[src/rtl/fifo_rd_ctrl.sv]
// fifo_rd_ctrl
//   Read side of a single-clock FIFO. Owns the read pointer, drives the
//   asynchronous read address of the shared register file, and presents the
//   stored words on a registered valid/ready output stream. The read pointer
//   is exported so the write side can compute "full".
//
// Ports
//   clk_i       rising-edge clock
//   rst_i       synchronous, active-high reset
//   w_ptr_i     write pointer from the write side (MSB is the wrap bit)
//   r_addr_o    read address to the register file (async read)
//   r_data_i    register file data for r_addr_o, valid in the same cycle
//   flush_i     discard stored words and the output word
//   m_valid_o   output word valid
//   m_ready_i   consumer accepts the output word
//   m_data_o    output word (registered)
//   rd_ptr_o    read pointer to the write side
//   count_o     words held in the register file (output register excluded)
//   empty_o     count_o == 0
//   err_o       sticky flag: pointers ever implied more than 2**AddrBits words

module fifo_rd_ctrl #(
    parameter int WordLength = 8,
    parameter int AddrBits   = 3
) (
    input  logic                  clk_i,
    input  logic                  rst_i,
    input  logic [AddrBits:0]     w_ptr_i,
    output logic [AddrBits-1:0]   r_addr_o,
    input  logic [WordLength-1:0] r_data_i,
    input  logic                  flush_i,
    output logic                  m_valid_o,
    input  logic                  m_ready_i,
    output logic [WordLength-1:0] m_data_o,
    output logic [AddrBits:0]     rd_ptr_o,
    output logic [AddrBits:0]     count_o,
    output logic                  empty_o,
    output logic                  err_o
);

    localparam logic [AddrBits:0] Depth = {1'b1, {AddrBits{1'b0}}};

    logic [AddrBits:0]     rd_ptr;
    logic [AddrBits:0]     occ;
    logic                  load;

    logic [AddrBits:0]     rd_ptr_nxt;
    logic                  valid_nxt;
    logic [WordLength-1:0] data_nxt;
    logic                  err_nxt;

    // Modular subtraction on the extended pointers gives occupancy directly,
    // including across the wrap bit.
    assign occ      = w_ptr_i - rd_ptr;
    assign count_o  = occ;
    assign empty_o  = (occ == '0);
    assign r_addr_o = rd_ptr[AddrBits-1:0];
    assign rd_ptr_o = rd_ptr;

    // The output register can take a new word when it is empty or its
    // current word is leaving in this cycle.
    assign load = !empty_o && (!m_valid_o || m_ready_i);

    always_comb begin
        rd_ptr_nxt = rd_ptr;
        valid_nxt  = m_valid_o;
        data_nxt   = m_data_o;
        // An occupancy above the depth can only come from inconsistent pointers.
        err_nxt    = err_o || (occ > Depth);

        if (flush_i) begin
            rd_ptr_nxt = w_ptr_i;
            valid_nxt  = 1'b0;
        end else if (load) begin
            rd_ptr_nxt = rd_ptr + 1'b1;
            valid_nxt  = 1'b1;
            data_nxt   = r_data_i;
        end else if (m_valid_o && m_ready_i) begin
            valid_nxt  = 1'b0;
        end
    end

    always_ff @(posedge clk_i) begin
        if (rst_i) begin
            rd_ptr    <= '0;
            m_valid_o <= 1'b0;
            m_data_o  <= '0;
            err_o     <= 1'b0;
        end else begin
            rd_ptr    <= rd_ptr_nxt;
            m_valid_o <= valid_nxt;
            m_data_o  <= data_nxt;
            err_o     <= err_nxt;
        end
    end

endmodule

[config.mk]
export PLATFORM = sky130hd
export DESIGN_NAME = fifo_rd_ctrl
export DESIGN_NICKNAME = d
export VERILOG_FILES = /design/src/rtl/fifo_rd_ctrl.sv
export SDC_FILE = /design/constraint.sdc
export NUM_CORES = 1
export LEC_CHECK = 0
export CORE_ASPECT_RATIO = 1.25
export CORE_MARGIN = 3
export CORE_UTILIZATION = 41
export DETAILED_ROUTE_END_ITERATION = 6
export GPL_ROUTABILITY_DRIVEN = 0
export PLACE_DENSITY = 0.86
export SLEW_MARGIN = 10
export SYNTH_ARGS = -nofsm -noshare
export SYNTH_HDL_FRONTEND = slang
export SYNTH_SLANG_ARGS = --single-unit
[constraint.sdc]
create_clock -name clk_i -period 3.2 [get_ports clk_i]
set_input_delay 0.64 -clock clk_i [delete_from_list [all_inputs] [get_ports clk_i]]
set_output_delay 0.64 -clock clk_i [all_outputs]
set_load 0.05 [all_outputs]
# After elaboration in Yosys (flattened, before gate mapping)
# Cells that the tools add are included.
[classes] n_lt_le_gt_ge=1 add_sub_neg=2 n_bitwise=1 mux=4 n_reduce_logical=11
[op_table] cell="$mux 4" n=2
[op_table] cell="$add 4x1->4 const B" n=1
[op_table] cell="$gt 4x4->1 const B" n=1
[op_table] cell="$logic_not 4->1" n=1
[op_table] cell="$reduce_bool 2->1" n=2
[op_table] cell="$sub 4x4->4" n=1
[op_table] cell="$logic_and 1x1->1" n=2
[op_table] cell="$logic_not 1->1" n=2
[op_table] cell="$logic_or 1x1->1" n=2
[op_table] cell="$mux 1" n=2
[op_table] cell="$reduce_and 2->1" n=1
[op_table] cell="$reduce_or 2->1" n=1
[op_table] cell="$not 1->1" n=1
[totals] out_inout_bits=22 input_bits=16 ff_bits=14

# Depth between registers and ports, before layout
[depth] ltp_word=6 depth_mapped=9

# Least setup slack after synthesis
# OpenSTA, ideal clock, no wires.
[synth_timing] path_kind="reg2out" from="reg rd_ptr[0], in the netlist rd_ptr_o[0]" to="out empty_o" t_required_ns=2.560 n_path_buf=0 path_slack_ns=-0.190 arrival_ns=2.750 path_stages_with_launch=7 path_cell_list="dfxtp_1 > ha_1 > inv_1 > fa_1 > nand3b_1 > or3_4 > inv_1"
[synth_via] elab_chain_len=2
[synth_rtl] item="from (decl)" line="43" rtl="logic [AddrBits:0] rd_ptr;"
[synth_rtl] item="from (signal assigned)" line="90" rtl="rd_ptr <= rd_ptr_nxt;"
[synth_rtl] item="$sub 4x4->4" line="54" rtl="assign occ = w_ptr_i - rd_ptr;"
[synth_rtl] item="named net count_o[1]" line="36" rtl="output logic [AddrBits:0] count_o,"
[synth_rtl] item="$logic_not 4->1" line="56" rtl="assign empty_o = (occ == '0);"
[synth_rtl] item="to (decl)" line="37" rtl="output logic empty_o,"
# The timed path passes the listed nets, and every way through them passes these cells.

# Final worst setup path
[layout_timing] from="in w_ptr_i[1]" to="out empty_o"
[layout_via] elab_chain_len=2
[layout_rtl] item="from (decl)" line="28" rtl="input logic [AddrBits:0] w_ptr_i,"
[layout_rtl] item="$sub 4x4->4" line="54"
[layout_rtl] item="$logic_not 4->1" line="56"
# Every way passes these cells.

==> metrics.txt <==
Layout Utilization=72.6%; Final Critical Period=3.19 ns; Slew Viols, Final=0; Yosys warnings=0; WL final=2.31 mm; Yosys top cell area share=32.5%; Die Area=2700 um2; CTS tree=done; CP required=2.56 ns; syn_nets=123; net count reported at finish=165; total CTS buffers=3; initial antenna violation count=0; First-pass DRT Iterations=4; hold-critical path depth=2; pwr/cell area=520 nW/um2; EDFF count, synth=0; routed length per instance=14.3 um; R2R Setup Slk=0.88 ns; # rows=17; pre-CTS WS=-0.100 ns; Fmax=314 MHz; Iter 0 DRT Violations=7; Synth Instances=102; Leakage Power=0.566 nW; asr flop ratio synth=0%; CTS clk-pin slew, worst paths=0.09 ns; PnR Total Power=0.000706 W; Hold Violations, Final=0; first-pass GRT wire length=3.63 mm; setup ws final=0.0128 ns; post-synthesis register bit count=14; M1 GR Usage=20.8%; Max Buffers Root-to-Sink=2; FF-to-FF path depth=8; crit path DAT=2.55 ns; area delta synth->final=57.4%; busiest grt layer=met2; diodes inserted=0; outcome=finished clean; die width=47.0 um; Slew @ Worst Pin=0.512 ns; vias in the first global route=855; CP Capture Type=output port; vias post-DR=866; MaxCap Viol Count=0; grt ovf=0; Via-to-Cell Ratio=5.35; Post-Place Cell Area=1300 um2; Die Ht=57.3 um; sequential share of the synthesized area=32.5%; most frequent cell after synthesis=nand2_1; # setup viols final=0; clock skew=0.00969 ns; min-delay worst type=register to register; Synth cell types=33; worst r2r src=rd_ptr_o[0]; Critical Path End=empty_o; Peak VDD IR=0.423 mV; Synth area leader=dfxtp_1; critical path type=input pin to output port; Slew Limit Headroom=65.7%; CTS Sinks=14; GRT met2 Usage=31.1%; Detail Route Antenna Nets=0; part of the cycle the worst path needs=99.6%; Total GRT Usage=17.8%; Design Area, Final=1360 um2; Root Buffer=clkbuf_4; # IOs=38; Port Buf Inserts=37; Worst R2R End=rd_ptr_o[2]; hold buffers post-CTS=0; Synth top cells by count=17 x nand2_1, 14 x dfxtp_1, 10 x inv_1, 8 x mux2i_1; largest net degree at the start of global routing=20; crit path max fanout=3; CP startpoint=w_ptr_i[1]; core area=1870 um2; crit path launch type=input pin; H-tree Lvls=1; syn_area_per_cell=8.46 um2; top_reg_cell synth=dfxtp_1; met3 Resource Use GR=3.47%; top cells by area, synth=dfxtp_1 32%, mux2i_1 9.3%, nand2_1 7.4%; Post-Syn Area=863 um2; Skew-Pair Late Insertion Delay=0.29 ns; initial core utilization=46.1%; fraction of layout cells with a size suffix above 1=18.9%; drc violations=0; hpwl dp=1.73 mm
[worst min path at each step]
stage	start	end	slack (ns)
final	err_o	err_o	0.46
after global routing	err_o	err_o	0.49
after global placement	err_o	err_o	0.44
after detailed placement	err_o	err_o	0.45
after floorplan	rd_ptr_o[0]	rd_ptr_o[0]	0.65
after CTS	err_o	err_o	0.46
[logic make-up (layout without fill, tap and decap cells)]
| logic type | count (synthesis) | in the layout | synth area share, % |
|---|---|---|---|
| AND/OR/NAND/NOR | 38 | 38 | 23.5 |
| buffers and inverters | 18 | 59 | 9.71 |
| adder cells (fa/ha/maj) | 5 | 5 | 8.12 |
| multiplexers | 8 | 8 | 9.28 |
| flip-flops | 14 | 14 | 32.5 |
| AO/OA/AOI/OAI | 17 | 17 | 14.9 |
| XOR/XNOR | 2 | 2 | 2.03 |
[state kept, by name (all words and copies together) (netlist names)]
signal,count
m_valid_o,1
m_data_o,8
err_o,1
rd_ptr_o,4
[cell usage in the layout (no fill, tap or decap), drive strengths merged, types with 2 or more instances in the layout]
cell,Yosys,routed
clkdlybuf4s50,0,31
xnor2,2,2
a21oi,4,4
nor2,4,4
and3,4,4
dfxtp,14,14
nor4b,4,4
mux2i,8,8
clkbuf,3,4
nand2,17,17
inv,10,9
nand3b,3,3
ha,4,4
a211oi,3,3
nor3,2,2
buf,4,12
[metrics by stage]
| step | hold slack, ns | TNS [ns] | instances |
|---|---|---|---|
| floorplan | 0.653 | 0 | 102 |
| global placement | 0.439 | -0.0609 | 156 |
| detailed placement | 0.445 | -0.100 | 156 |
| CTS | 0.461 | 0 | 161 |
| global route | 0.488 | -0.0344 | 162 |
| finish | 0.459 | 0 | 162 |
[area by class of cell]
class	instances	area [um2]
inverters	11	45.0
clock buffers	4	36.3
multi-input cells	70	512
repair buffers	44	459
well taps	19	23.8
flip-flops and latches	14	283
fillers	149	513
[metal layers]
| layer | routed length (um) | share of wire, % |
|---|---|---|
| met1 | 915 | 40 |
| met2 | 1220 | 53 |
| met5 | 0 | 0 |
| met4 | 23 | 1.0 |
| met3 | 151 | 6.5 |
[critical path: stages]
cell	delay, ns
clkdlybuf4s50_1	0.49
fa_2	0.45
xnor2_2	0.19
nand3b_1	0.13
or3_4	0.40
clkinvlp_4	0.10
buf_12	0.13
[where the power goes]
part           internal [W]  leakage, nW  switching, W
logic              0.000157        0.429      0.000211
registers          0.000192        0.116     0.0000147
clock network     0.0000693       0.0210     0.0000614
total              0.000419        0.566      0.000287
[what timing repair did]
action	4_1_cts	5_1_grt
setup buffers	1	1
setup endpoints to repair	1	1
pin swaps	2	2
resized for setup	1	3
(Power assumes the default switching activity.)
